[config.mk]
export PLATFORM = sky130hd
export DESIGN_NAME = cv32e40p_ft_err_monitor
export DESIGN_NICKNAME = d
export VERILOG_FILES = /design/src/rtl/cv32e40p_ft_pkg.sv /design/src/rtl/cv32e40p_ft_sat_cnt.sv /design/src/rtl/cv32e40p_ft_err_monitor.sv
export SDC_FILE = /design/constraint.sdc
export NUM_CORES = 1
export LEC_CHECK = 0
export CORE_MARGIN = 8
export CORE_UTILIZATION = 40
export DETAILED_ROUTE_END_ITERATION = 16
export HOLD_SLACK_MARGIN = 0.06
export PLACE_DENSITY = 0.73
export SYNTH_ARGS = -nofsm -noshare
export SYNTH_HDL_FRONTEND = slang
export SYNTH_SLANG_ARGS = --single-unit
[constraint.sdc]
create_clock -name clk -period 4.4 [get_ports clk]
set_clock_uncertainty 0.1 [all_clocks]
set_input_delay 0.44 -clock clk [delete_from_list [all_inputs] [get_ports clk]]
set_output_delay 0.44 -clock clk [all_outputs]
set_load 0.005 [all_outputs]
[src/rtl/cv32e40p_ft_pkg.sv]
// Shared types for the fault-tolerance error monitor: FSM state encoding and timestamp width.
package cv32e40p_ft_pkg;

  localparam int unsigned FT_TS_W = 32;

  typedef enum logic [1:0] {
    OK,
    DEGRADED,
    ALARM,
    CLEAR
  } ft_mon_state_e;

endpackage

[src/rtl/cv32e40p_ft_sat_cnt.sv]
// Saturating up-counter with synchronous clear; clear has priority over increment.
module cv32e40p_ft_sat_cnt #(
  parameter int unsigned W = 8
) (
  input  logic         clk_i,
  input  logic         rst_i,
  input  logic         inc_i,
  input  logic         clr_i,
  output logic [W-1:0] cnt_o
);

  logic [W-1:0] cnt_q, cnt_d;

  always_comb begin
    cnt_d = cnt_q;
    if (clr_i) begin
      cnt_d = '0;
    end else if (inc_i && (cnt_q != {W{1'b1}})) begin
      cnt_d = cnt_q + W'(1);
    end
  end

  always_ff @(posedge clk_i or posedge rst_i) begin
    if (rst_i) begin
      cnt_q <= '0;
    end else begin
      cnt_q <= cnt_d;
    end
  end

  assign cnt_o = cnt_q;

endmodule

[src/rtl/cv32e40p_ft_err_monitor.sv]
// Error monitor for TMR voter flags: per-source/global saturating counters, sticky status, alarm FSM.
// Optional free-running cycle stamp of the first error: define CV32E40P_FT_TIMESTAMP_EN.
module cv32e40p_ft_err_monitor
  import cv32e40p_ft_pkg::*;
#(
  parameter int unsigned NSRC   = 4,
  parameter int unsigned CNT_W  = 8,
  parameter int unsigned TOT_W  = 10,
  parameter int unsigned THRESH = 16,
  localparam int unsigned SelW  = (NSRC > 1) ? $clog2(NSRC) : 1
) (
  input  logic                clk,
  input  logic                rst,
  input  logic                enable_i,
  input  logic [NSRC-1:0]     err_i,
  input  logic                clr_req_i,
  output logic                clr_ack_o,
  input  logic [SelW-1:0]     rd_sel_i,
  output logic [CNT_W-1:0]    rd_cnt_o,
  output logic [NSRC-1:0]     sticky_o,
  output logic [TOT_W-1:0]    total_o,
  output logic                alarm_o,
  output logic                irq_o,
  output logic [FT_TS_W-1:0]  first_ts_o
);

  logic [NSRC-1:0]  ev;
  logic             any_ev;
  logic             clr_req_q;
  logic             clr_acc;
  logic [CNT_W-1:0] cnt [NSRC];
  logic [TOT_W-1:0] total;
  logic [TOT_W-1:0] tot_upd;
  logic             thr_hit;
  logic [NSRC-1:0]  sticky_q, sticky_d;
  logic             irq_q, irq_d;
  ft_mon_state_e    state_q, state_d;

  assign ev      = enable_i ? err_i : '0;
  assign any_ev  = |ev;
  // Only a rising edge of the request is accepted; a held level does not retrigger.
  assign clr_acc = clr_req_i & ~clr_req_q;

  for (genvar i = 0; i < NSRC; i++) begin : g_src
    cv32e40p_ft_sat_cnt #(
      .W(CNT_W)
    ) u_src_cnt (
      .clk_i (clk),
      .rst_i (rst),
      .inc_i (ev[i]),
      .clr_i (clr_acc),
      .cnt_o (cnt[i])
    );
  end

  cv32e40p_ft_sat_cnt #(
    .W(TOT_W)
  ) u_tot_cnt (
    .clk_i (clk),
    .rst_i (rst),
    .inc_i (any_ev),
    .clr_i (clr_acc),
    .cnt_o (total)
  );

  // Value the total counter will hold after this edge, used for the threshold decision.
  assign tot_upd = (any_ev && (total != {TOT_W{1'b1}})) ? total + TOT_W'(1) : total;
  assign thr_hit = (tot_upd >= TOT_W'(THRESH));

  always_comb begin
    sticky_d = clr_acc ? '0 : (sticky_q | ev);
  end

  always_comb begin
    state_d = state_q;
    case (state_q)
      OK, CLEAR: begin
        if (any_ev) begin
          state_d = thr_hit ? ALARM : DEGRADED;
        end else begin
          state_d = OK;
        end
      end
      DEGRADED: begin
        if (thr_hit) begin
          state_d = ALARM;
        end
      end
      ALARM:   state_d = ALARM;
      default: state_d = OK;
    endcase
    if (clr_acc) begin
      state_d = CLEAR;
    end
    irq_d = (state_d == ALARM) && (state_q != ALARM);
  end

  always_ff @(posedge clk or posedge rst) begin
    if (rst) begin
      clr_req_q <= 1'b0;
      sticky_q  <= '0;
      irq_q     <= 1'b0;
      state_q   <= OK;
    end else begin
      clr_req_q <= clr_req_i;
      sticky_q  <= sticky_d;
      irq_q     <= irq_d;
      state_q   <= state_d;
    end
  end

  always_comb begin
    rd_cnt_o = '0;
    for (int unsigned i = 0; i < NSRC; i++) begin
      if (rd_sel_i == SelW'(i)) begin
        rd_cnt_o = cnt[i];
      end
    end
  end

  assign sticky_o  = sticky_q;
  assign total_o   = total;
  assign alarm_o   = (state_q == ALARM);
  assign clr_ack_o = (state_q == CLEAR);
  assign irq_o     = irq_q;

`ifdef CV32E40P_FT_TIMESTAMP_EN
  logic [FT_TS_W-1:0] cyc_q;
  logic [FT_TS_W-1:0] ts_q;
  logic               ts_vld_q;

  // Cycle counter is free-running and deliberately unaffected by clear.
  always_ff @(posedge clk or posedge rst) begin
    if (rst) begin
      cyc_q    <= '0;
      ts_q     <= '0;
      ts_vld_q <= 1'b0;
    end else begin
      cyc_q <= cyc_q + FT_TS_W'(1);
      if (clr_acc) begin
        ts_q     <= '0;
        ts_vld_q <= 1'b0;
      end else if (any_ev && !ts_vld_q) begin
        ts_q     <= cyc_q;
        ts_vld_q <= 1'b1;
      end
    end
  end

  assign first_ts_o = ts_q;
`else
  assign first_ts_o = '0;
`endif

endmodule

Yosys cells after proc, flatten, opt, wreduce, memory -nomap -nowiden
Cells that the tools add are included. Widths: inputs -> output; s select.

Register bits: 50. Bits of input ports: 10. Output and inout port bits: 57.

Order comparisons: 1. Bitwise operators: 3. Eq/ne operators: 13. Reduce and logical (&&, ||, !) cells: 14. Mux-type cells: 21. $add $sub $neg: 5.

Operators by type and width (count): $mux 8 (12); $add 8x1->8 const B (4); $ne 8x8->1 const B (4); $mux 10 (2); $add 10x1->10 const B (1); $eq 2x2->1 const B (5); $ge 10x5->1 const B (1); $ne 10x10->1 const B (1); $mux 2 (4); $mux 4 (2); $reduce_bool 2->1 (4); $logic_and 1x1->1 (6); $pmux 2 s3 (1); $eq 2x1->1 const B (2); $logic_not 2->1 (2); $or 4x4->4 (1); $reduce_or 4->1 (1); $ne 2x2->1 const B (1); $reduce_or 2->1 (1); $and 1x1->1 (1); $not 1->1 (1).

Logic depth before layout (Yosys ltp)
Gate-level depths: netlist (run 1).

Depth in word-level cells: 11. Gate-level depth with buffers: 7. Depth with buffers taken out: 6.

By module
From an unflattened synthesis (run 1), not the netlist that was laid out.

Cells, all modules: 354. Area, all modules: 3559.7 µm².

By module, submodules not included: cv32e40p_ft_sat_cnt at g_src[0].u_src_cnt ... (times used 4, cells each 49, area an instance 504.2 µm², seq. area each 200.2 µm²); cv32e40p_ft_err_monitor (times used 1, cells each 90, area an instance 883.3 µm², seq. area each 200.2 µm²); cv32e40p_ft_sat_cnt at u_tot_cnt (times used 1, cells each 68, area an instance 659.4 µm², seq. area each 250.2 µm²).

Worst setup path before layout (run 1)
OpenSTA, ideal clock, no wires.

Path kind: input -> output. Start point: input rd_sel_i[1]. End point: output rd_cnt_o[1]. Cell stages on the path: 2. Arrival time: 1381 ps. Slack: 2479 ps. Required time: 3860 ps. Path through: clkbuf_1 > mux4_2.

Word-level cells in the longest chain between the ends: 5. Elaborated cells on any way between the ends: 8. Classes of those cells: eq/ne (3); mux (4); reduce/logical (1).

RTL lines: from (decl) (line cv32e40p_ft_err_monitor.sv:18) `input logic [SelW-1:0] rd_sel_i,`; $logic_not 2->1 (line cv32e40p_ft_err_monitor.sv:115) `if (rd_sel_i == SelW'(i)) begin`; $mux 8 (3 in series) (line cv32e40p_ft_err_monitor.sv:115); $mux 8 * (line cv32e40p_ft_err_monitor.sv:115); to (decl) (line cv32e40p_ft_err_monitor.sv:19) `output logic [CNT_W-1:0] rd_cnt_o,`.

Mark *: on every way between the ends. The rest lies on a longest branch, timed or not.

Worst setup path in the final report (run 1)
Start point: input rd_sel_i[1]. End point: output rd_cnt_o[6].

Same word-level chain as after synthesis.

==> results of run 1 <==
## flip-flops by register name (all words and copies together) (netlist names)
register / flops
sticky_o: 4
clr_req_q: 1
state_q: 2
g_src.u_src_cnt.cnt_o: 32
u_tot_cnt.cnt_o: 10
irq_o: 1
## cells by family (layout without fill, tap and decap cells)
family / Yosys count / after routing / share of synthesized area (%)
DFF: 50 / 50 / 41.8
other: 1 / 32 / 0.125
and+or+nand+nor: 110 / 110 / 18.5
xor gates and xnor gates: 27 / 27 / 7.91
AOI/OAI and AO/OA: 38 / 38 / 9.33
buffers and inverters: 47 / 49 / 9.96
muxes: 17 / 17 / 9.04
adders and majority gates: 8 / 8 / 3.35
## layer usage
metal	vias to the layer above	track usage, %	routed length, um
li1	1050	-	-
met4	0	6.09	133
met2	64	22.1	3270
met1	1073	16.4	2790
met5	-	0	0
met3	11	2.79	402
## critical path, cell delays in order
cell and delay, ps:
clkdlybuf4s50_1 750, mux4_2 570, clkdlybuf4s50_1 470
## how the worst max path moves through the flow
stage,startpoint,end,slack (ps),cells past startpoint
floorplan,rd_sel_i[1],rd_cnt_o[1],2480,2
global placement,rd_sel_i[1],rd_cnt_o[5],1650,3
detailed placement,rd_sel_i[1],rd_cnt_o[2],1600,3
CTS,rd_sel_i[1],rd_cnt_o[2],1600,3
global route,rd_sel_i[1],rd_cnt_o[4],1530,3
finish,rd_sel_i[1],rd_cnt_o[6],1630,3
## power breakdown
part	internal (uW)	total (uW)	leakage, uW	switching, uW
logic	140	273	0.000751	133
registers	506	563	0.000674	57.1
clock network	127	282	0.0000482	155
## cell type report
class	count	area, um2	share of cell area [%]
well taps	99	124	3.65
multi-input cells	232	1560	45.9
clock inverters	1	5.00	0.147
flip-flops and latches	50	1250	36.8
inverters	6	22.5	0.663
repair buffers	35	348	10.2
clock buffers	7	86.3	2.54
## cell usage in the layout (no fill, tap or decap), types with 6 or more instances in the layout
| master | n |
|---|---|
| mux2i_1 | 9 |
| nor2_1 | 41 |
| clkdlybuf4s50_1 | 34 |
| conb_1 | 32 |
| ha_1 | 8 |
| xnor2_1 | 15 |
| clkbuf_8 | 6 |
| nand3_1 | 12 |
| nor3_1 | 7 |
| xor2_1 | 12 |
| nand4_1 | 11 |
| mux4_2 | 8 |
| a21oi_1 | 8 |
| o21ai_0 | 11 |
| nand2_1 | 13 |
| dfrtp_1 | 50 |
## stage by stage
stage,power [uW],setup WS [ps],util (%)
after global routing,1190,1530,46.8
after global placement,833,1650,45.6
final,1120,1630,46.8
after CTS,1130,1600,46.8
after detailed placement,847,1600,45.6
after floorplan,746,2480,-
## cell usage after synthesis (all sizes together) (2+ instances only)
library cell | instances | area (um2)
nand3 | 12 | 60.1
nand2b | 4 | 25.0
o2111a | 3 | 33.8
o211ai | 5 | 42.5
and4 | 5 | 43.8
mux4 | 8 | 180
nor3 | 8 | 45.0
and2 | 5 | 31.3
inv | 6 | 22.5
o21a | 3 | 22.5
mux2i | 9 | 90.1
clkbuf | 8 | 30.0
dfrtp | 50 | 1250
o21ai | 11 | 55.1
nor2 | 41 | 154
nand2 | 13 | 48.8
buf | 33 | 245
xnor2 | 15 | 131
a21oi | 8 | 40.0
a31oi | 2 | 12.5
or3 | 4 | 25.0
xor2 | 12 | 105
ha | 8 | 100
nand4 | 11 | 68.8
and3 | 4 | 25.0
==> run_results.csv, run 1 <==
group,metric,value,unit
status,status,"complete, no violations",
grt,grt_pass1_wl,11100,um
setup_path,worstReg2RegStart,"u_tot_cnt.cnt_o[5]",
power_and_ir_drop,ir_worst_vdd,0.000128,V
drt,antenna_left,0,
floorplanning,die_width,102,um
timing,worst_pin_slew,1030,ps
placement,post_dp_cell_area,3310,um2
grt,grt_max_degree,51,
placement,gp_congestion,0.848,
timing,period_needed,2770,ps
floorplanning,design.die.area,10500,um2
yosys,netlist_area,2990,um2
clock_network,post-cts-setup-buffers,0,
setup_path,crit_path_end_kind,"output pin",
hold_path,hold_depth,2,
power_and_ir_drop,powerDensity,329,nW/um2
setup_path,arrival,2230,ps
finish,fin_cells,430,
yosys,synth_edf_count,0,
timing,fin_hold_ws,406,ps
drt,wl_per_cell,15.3,um
timing,slew_headroom,31.4,%
clock_network,clk_pin_slew,80,ps
yosys,yosysWarnings,0,
finish,drive_gt1_share,6.95,%
placement,io_buffers,34,
drt,first_pass_iters,4,
timing,hold_viol,0,
yosys,synthFlopType,"dfrtp_1",
grt,grt_pass1_vias,2177,
timing,setup_viol,0,
clock_network,cts_max_level,2,
grt,grt_remaining_overflow,0,
timing,fin_tns_setup,0,ps
power_and_ir_drop,power.leakage,0.00147,uW
setup_path,worstSetupStartpointType,"input pin",
yosys,netlist_instances,298,
placement,dp_hpwl,4920,um
setup_path,rr_endpoint,"state_q[1]",
clock_network,cts_tree,"built",
hold_path,min_from,"sticky_o[3]",
timing,period_share,63.0,%
finish,num-fill-cells,673,
setup_path,rrSetupSlack,2460,ps
drt,num_vias,2198,
setup_path,worstPathMaxFanout,8,
drt,post-route-drc-count,0,
floorplanning,core_area,7250,um2
flow_run,maxCapViolations,0,
finish,area_delta_synth_final,13.6,%
grt,grt_usage,13.4,%
setup_path,worstSetupPathType,"in -> out",
finish,antennaDiodeCount,0,
yosys,avgSynthCellArea,10.0,um2
clock_network,postCtsResizedCells,0,
finish,layout.nets,348,
clock_network,cts_max_path_buffers,2,
setup_path,cp.required,3860,ps
yosys,yosysUniqueCellTypes,38,
grt,antenna_found_initial,0,
timing,drv_slew,0,
floorplanning,rows,31,
yosys,async_flop_share,100,%
drt,vias_per_cell,5.11,
clock_network,cts_root_buffer,"clkbuf_8",
finish,fin_area,3400,um2
clock_network,clock_latency,310,ps
timing,rsz0062_at_grt,"false",
hold_path,holdCritPathClass,"reg -> reg",
clock_network,cts.sinks,50,
floorplanning,start_util,41.2,%
clock_network,postCtsHoldBufs,0,
placement,dpl.cell_count,422,
timing,fmax,0.361,GHz
yosys,ys_ff_latch,50,
drt,drt_iter0_markers,194,
setup_path,ff2ff_path_depth,5,
yosys,yosysSeqAreaShare,41.8,%
drt,wl,6600,um
hold_path,hold_path_end,"sticky_o[3]",
clock_network,numCtsBuffers,5,
floorplanning,ios,67,
floorplanning,fp.dieH,102,um
(Power assumes the default switching activity.)
==> run 2: changes to the inputs <==
- PLACE_DENSITY: 0.73 -> 0.75
- clock period: 4.4 -> 2.4 ns (I/O delays scaled with it)
==> run_results.csv, run 2 (synthesized netlist as in run 1, its figures left out) <==
group,metric,value,unit
clock_network,clk_pin_slew,90,ps
status,status,"complete, no violations",
setup_path,crit_path_start,"rd_sel_i[0]",
timing,hold_viol,0,
clock_network,cts.sinks,50,
setup_path,worstSetupStartpointType,"input pin",
finish,num-fill-cells,689,
timing,period_needed,2230,ps
placement,dp_hpwl,4790,um
floorplanning,rows,31,
drt,antenna_left,0,
placement,io_buffers,34,
drt,first_pass_iters,4,
floorplanning,ios,67,
grt,grt_remaining_overflow,0,
finish,area_delta_synth_final,15.9,%
timing,drv_slew,0,
drt,vias_per_cell,5.15,
floorplanning,core_area,7250,um2
clock_network,cts_tree,"built",
finish,final_common_cell,"dfrtp_1",
drt,drt_iter0_markers,122,
floorplanning,design.die.area,10500,um2
timing,fin_tns_setup,0,ps
clock_network,cts_max_path_buffers,2,
finish,drive_gt1_share,8.06,%
finish,regArea,1250,um2
timing,fmax,0.448,GHz
finish,antennaDiodeCount,0,
grt,grt_usage,12.6,%
clock_network,cts_max_level,2,
power_and_ir_drop,powerDensity,589,nW/um2
grt,grt_max_degree,51,
grt,grt_pass1_wl,10400,um
placement,dpl.cell_count,426,
floorplanning,start_util,41.2,%
floorplanning,fp.dieH,102,um
clock_network,cts_root_buffer,"clkbuf_8",
timing,period_share,93.1,%
finish,layout.nets,352,
drt,num_vias,2236,
hold_path,holdCritPathClass,"in -> async",
setup_path,worstReg2RegStart,"u_tot_cnt.cnt_o[0]",
power_and_ir_drop,power.leakage,0.00151,uW
flow_run,maxCapViolations,0,
setup_path,worstSetupPathType,"in -> out",
timing,setup_viol,0,
finish,final_cell_mix,"dfrtp_1 (50), nor2_1 (41), clkdlybuf4s50_1 (34), conb_1 (32), xnor2_1 (15)",
setup_path,arrival,1890,ps
floorplanning,die_width,102,um
timing,rsz0062_at_grt,"false",
placement,gp_congestion,0.901,
clock_network,postCtsHoldBufs,0,
drt,wl,6370,um
grt,grt_pass1_vias,2170,
finish,fin_cells,434,
drt,wl_per_cell,14.7,um
clock_network,numCtsBuffers,5,
drt,post-route-drc-count,0,
finish,largest_register_ffs,32,
setup_path,cp.required,2060,ps
finish,multi_input_area,1560,um2
clock_network,post-cts-setup-buffers,0,
grt,antenna_found_initial,0,
setup_path,worstPathMaxFanout,5,
setup_path,crit_path_end_kind,"output pin",
clock_network,postCtsResizedCells,0,
power_and_ir_drop,ir_worst_vdd,0.000276,V
clock_network,clock_latency,300,ps
-- run 2: changes by cell type in the layout (fill, tap and decap cells not counted) --
cell	delta
buf_4	+1
buf_12	+3
-- run 2: cell type report --
cell class / instances / share of cell area (%)
sequential: 50 / 36.1
clock inverter: 1 / 0.144
timing repair buffer: 39 / 12.0
clock buffer: 7 / 2.49
multi-input combinational: 232 / 45.0
inverter: 6 / 0.650
tap: 99 / 3.58
-- run 2: routing by layer --
layer  share of wire [%]  GRT usage [%]  wire, um
met5                   0              0         0
met4                 2.8           6.32       176
met3                 7.5           2.86       478
met2                  48           20.6      3080
met1                  41           15.2      2630
-- run 2: path summary, 6_finish.rpt --
| check | end | slack [ps] | cells past startpoint |
|---|---|---|---|
| worst max-delay path | rd_cnt_o[0] | 170 | 3 |
| worst min-delay path | g_src[0].u_src_cnt.cnt_o[0] | 190 | 3 |
| worst max register to register | state_q[1] | 430 | 6 |
| worst min register to register | sticky_o[0] | 410 | 1 |
| max in group asynchronous | u_tot_cnt.cnt_o[3] | 1780 | 3 |
| min in group clk | clr_req_q | 340 | 1 |
-- run 2: worst max-delay path, stage by stage --
cell	delay, ps
clkdlybuf4s50_1	610
mux4_2	560
clkdlybuf4s50_1	470
-- run 2: where the power goes --
| part | internal [uW] | switching [uW] | total, uW | leakage (uW) |
|---|---|---|---|---|
| sequential | 927 | 98.2 | 1030 | 0.000674 |
| combinational | 266 | 247 | 513 | 0.000783 |
| clock | 233 | 270 | 503 | 0.0000482 |
-- run 2: stage by stage --
| stage | setup slack (ps) | cell area [um2] | hold WS [ps] | utilization, % | total power [uW] |
|---|---|---|---|---|---|
| 4_1_cts | 161 | 3460 | 209 | 47.8 | 2060 |
| 3_3_place_gp | 142 | 3370 | 375 | 46.5 | 1540 |
| 3_5_place_dp | 72.3 | 3370 | 390 | 46.5 | 1560 |
| 2_1_floorplan | 560 | 3110 | 171 | - | 1370 |
| 6_report | 166 | 3460 | 191 | 47.8 | 2040 |
| 5_1_grt | 103 | 3460 | 246 | 47.8 | 2160 |
==> run 3: changes to the inputs <==
- ABC_AREA: not set -> 1
==> run_results.csv, run 3 <==
group,metric,value,unit
status,status,"complete, no violations",
finish,largest_register_ffs,32,
grt,grt_remaining_overflow,0,
power_and_ir_drop,finalPower,2020,uW
drt,vias_per_cell,4.88,
power_and_ir_drop,swShare,32.0,%
yosys,yosys-top-cells-area,"dfrtp_1 (41%), nand2_1 (9.4%), buf_4 (7.8%), inv_1 (7.3%), a21oi_1 (5.4%)",
timing,period_share,95.2,%
timing,period_needed,2280,ps
finish,layout.nets,470,
timing,setup_viol,0,
yosys,synth_top_area_cell,"dfrtp_1",
grt,grt_max_degree,34,
yosys,async_flop_share,100,%
yosys,avgSynthCellArea,7.48,um2
clock_network,clock_latency,310,ps
clock_network,numCtsBuffers,5,
setup_path,crit_path_end_kind,"output pin",
setup_path,arrival,1940,ps
placement,dp_hpwl,5620,um
clock_network,cts_max_path_buffers,2,
timing,fin_tns_setup,0,ps
yosys,synthTopCellsByCount,"nand2_1 (77), inv_1 (60), dfrtp_1 (50), nor2_1 (38), a21oi_1 (33)",
clock_network,cts_tree,"built",
yosys,yosysWarnings,0,
timing,hold_viol,0,
setup_path,cp.required,2060,ps
yosys,yosysUniqueCellTypes,34,
yosys,netlist_area,3080,um2
floorplanning,ios,67,
drt,antenna_left,0,
power_and_ir_drop,power_frac_comb,24.0,%
clock_network,postCtsHoldBufs,0,
setup_path,worstSetupPathType,"in -> out",
finish,area_delta_synth_final,15.5,%
clock_network,cts.sinks,50,
grt,grt_pass1_vias,2659,
finish,num-fill-cells,774,
placement,post_dp_cell_area,3450,um2
setup_path,crit_path_start,"rd_sel_i[1]",
grt,grt_usage,13.6,%
floorplanning,fp.dieH,104,um
finish,fin_area,3560,um2
placement,dpl.cell_count,547,
drt,wl_per_cell,13.0,um
timing,slew_headroom,37.2,%
floorplanning,design.die.area,10800,um2
finish,fin_cells,555,
power_and_ir_drop,ir_worst_vdd,0.000250,V
placement,gp_congestion,0.896,
finish,final_common_cell,"nand2_1",
power_and_ir_drop,powerDensity,568,nW/um2
drt,drt_iter0_markers,192,
finish,drive_gt1_share,8.39,%
setup_path,worstSetupStartpointType,"input pin",
power_and_ir_drop,power.leakage,0.00169,uW
finish,antennaDiodeCount,0,
drt,num_vias,2710,
timing,drv_slew,0,
yosys,synthFlopType,"dfrtp_1",
floorplanning,rows,32,
clock_network,cts_max_level,2,
drt,wl,7220,um
timing,worst_pin_slew,942,ps
setup_path,worstPathMaxFanout,6,
flow_run,maxCapViolations,0,
floorplanning,die_width,104,um
grt,grt_pass1_wl,12500,um
yosys,yosysSeqAreaShare,40.6,%
power_and_ir_drop,pwr-share-clk,27.0,%
floorplanning,start_util,40.5,%
timing,fmax,0.438,GHz
finish,final_cell_mix,"nand2_1 (77), inv_1 (59), dfrtp_1 (50), nor2_1 (37)",
power_and_ir_drop,power_frac_seq,49.0,%
yosys,ys_ff_latch,50,
grt,antenna_found_initial,0,
yosys,netlist.area_leader.share,40.6,%
yosys,synth_edf_count,0,
floorplanning,core_area,7610,um2
clock_network,cts_root_buffer,"clkbuf_8",
drt,first_pass_iters,4,
power_and_ir_drop,intPower,1370,uW
hold_path,holdCritPathClass,"in -> async",
drt,post-route-drc-count,0,
setup_path,worstReg2RegStart,"u_tot_cnt.cnt_o[0]",
placement,io_buffers,34,
timing,layout_setup_ws,115,ps
yosys,yosysMostFrequentCell,"nand2_1",
placement,pre_cts_ws,76.6,ps
power_and_ir_drop,switchingPower,647,uW
clock_network,clk_pin_slew,100,ps
yosys,netlist_instances,412,
==> run 3: timing repair <==
| action | CTS | global route |
|---|---|---|
| resized for setup | 0 | 2 |
| setup endpoints to repair | 0 | 3 |
| buffers inserted | 0 | 0 |
==> run 3: worst paths after layout <==
check                                         endpoint  slack [ps]  cells past startpoint
hold / removal                      u_tot_cnt.cnt_o[7]         120                      2
setup reg to reg                                 irq_o         290                     13
setup / recovery                           rd_cnt_o[4]         120                      7
max in group asynchronous  g_src[0].u_src_cnt.cnt_o[5]        1560                      3
hold reg to reg                            sticky_o[1]         410                      2
min in group clk                             clr_req_q         290                      1
==> run 3: cells by family (layout without fill, tap and decap cells) <==
kind of cell / Yosys count / count (layout) / share of synthesized area [%]
adders and majority gates: 8 / 8 / 3.25
other: 1 / 32 / 0.122
DFF: 50 / 50 / 40.6
buffers and inverters: 100 / 110 / 16.2
and+or+nand+nor: 173 / 173 / 25.3
AOI/OAI and AO/OA: 80 / 80 / 14.5
==> run 3: cell type report <==
cell class                      count  area [um2]  share of cell area (%)
Clock inverter                      2        17.5                   0.492
Multi-Input combinational cell    293        1450                    40.8
Inverter                           64         243                    6.82
Timing Repair Buffer               38         385                    10.8
Clock buffer                        6        82.6                    2.32
Sequential cell                    50        1250                    35.2
Tap cell                          102         128                    3.59
==> run 3: power by group through the flow <==
stage | Clock, uW | Combinational (uW) | Sequential, uW
floorplan | 0 | 314 | 992
global placement | 0 | 472 | 1000
detailed placement | 0 | 487 | 1010
CTS | 556 | 489 | 989
global route | 595 | 558 | 999
finish | 546 | 484 | 989
==> run 3: worst max-delay path, stage by stage <==
cell and delay [ps]:
clkdlybuf4s50_1 520, inv_1 80, nand2_1 160, nor2_1 70, a221oi_1 200, o21ai_0 180, clkdlybuf4s50_1 490
==> run 3: per-stage QoR <==
stage / hold slack [ps] / util, %
2_1_floorplan: 171 / -
3_3_place_gp: 384 / 45.4
3_5_place_dp: 387 / 45.4
4_1_cts: 130 / 46.7
5_1_grt: 138 / 46.8
6_report: 116 / 46.8
==> run 3: metal layers <==
| layer | GRT usage (%) | share of wire [%] | up-vias |
|---|---|---|---|
| li1 | - | - | 1349 |
| met1 | 16.5 | 45 | 1261 |
| met2 | 22.3 | 46 | 89 |
| met3 | 4.46 | 7.1 | 11 |
| met4 | 3.83 | 1.7 | 0 |
| met5 | 0 | 0 | - |
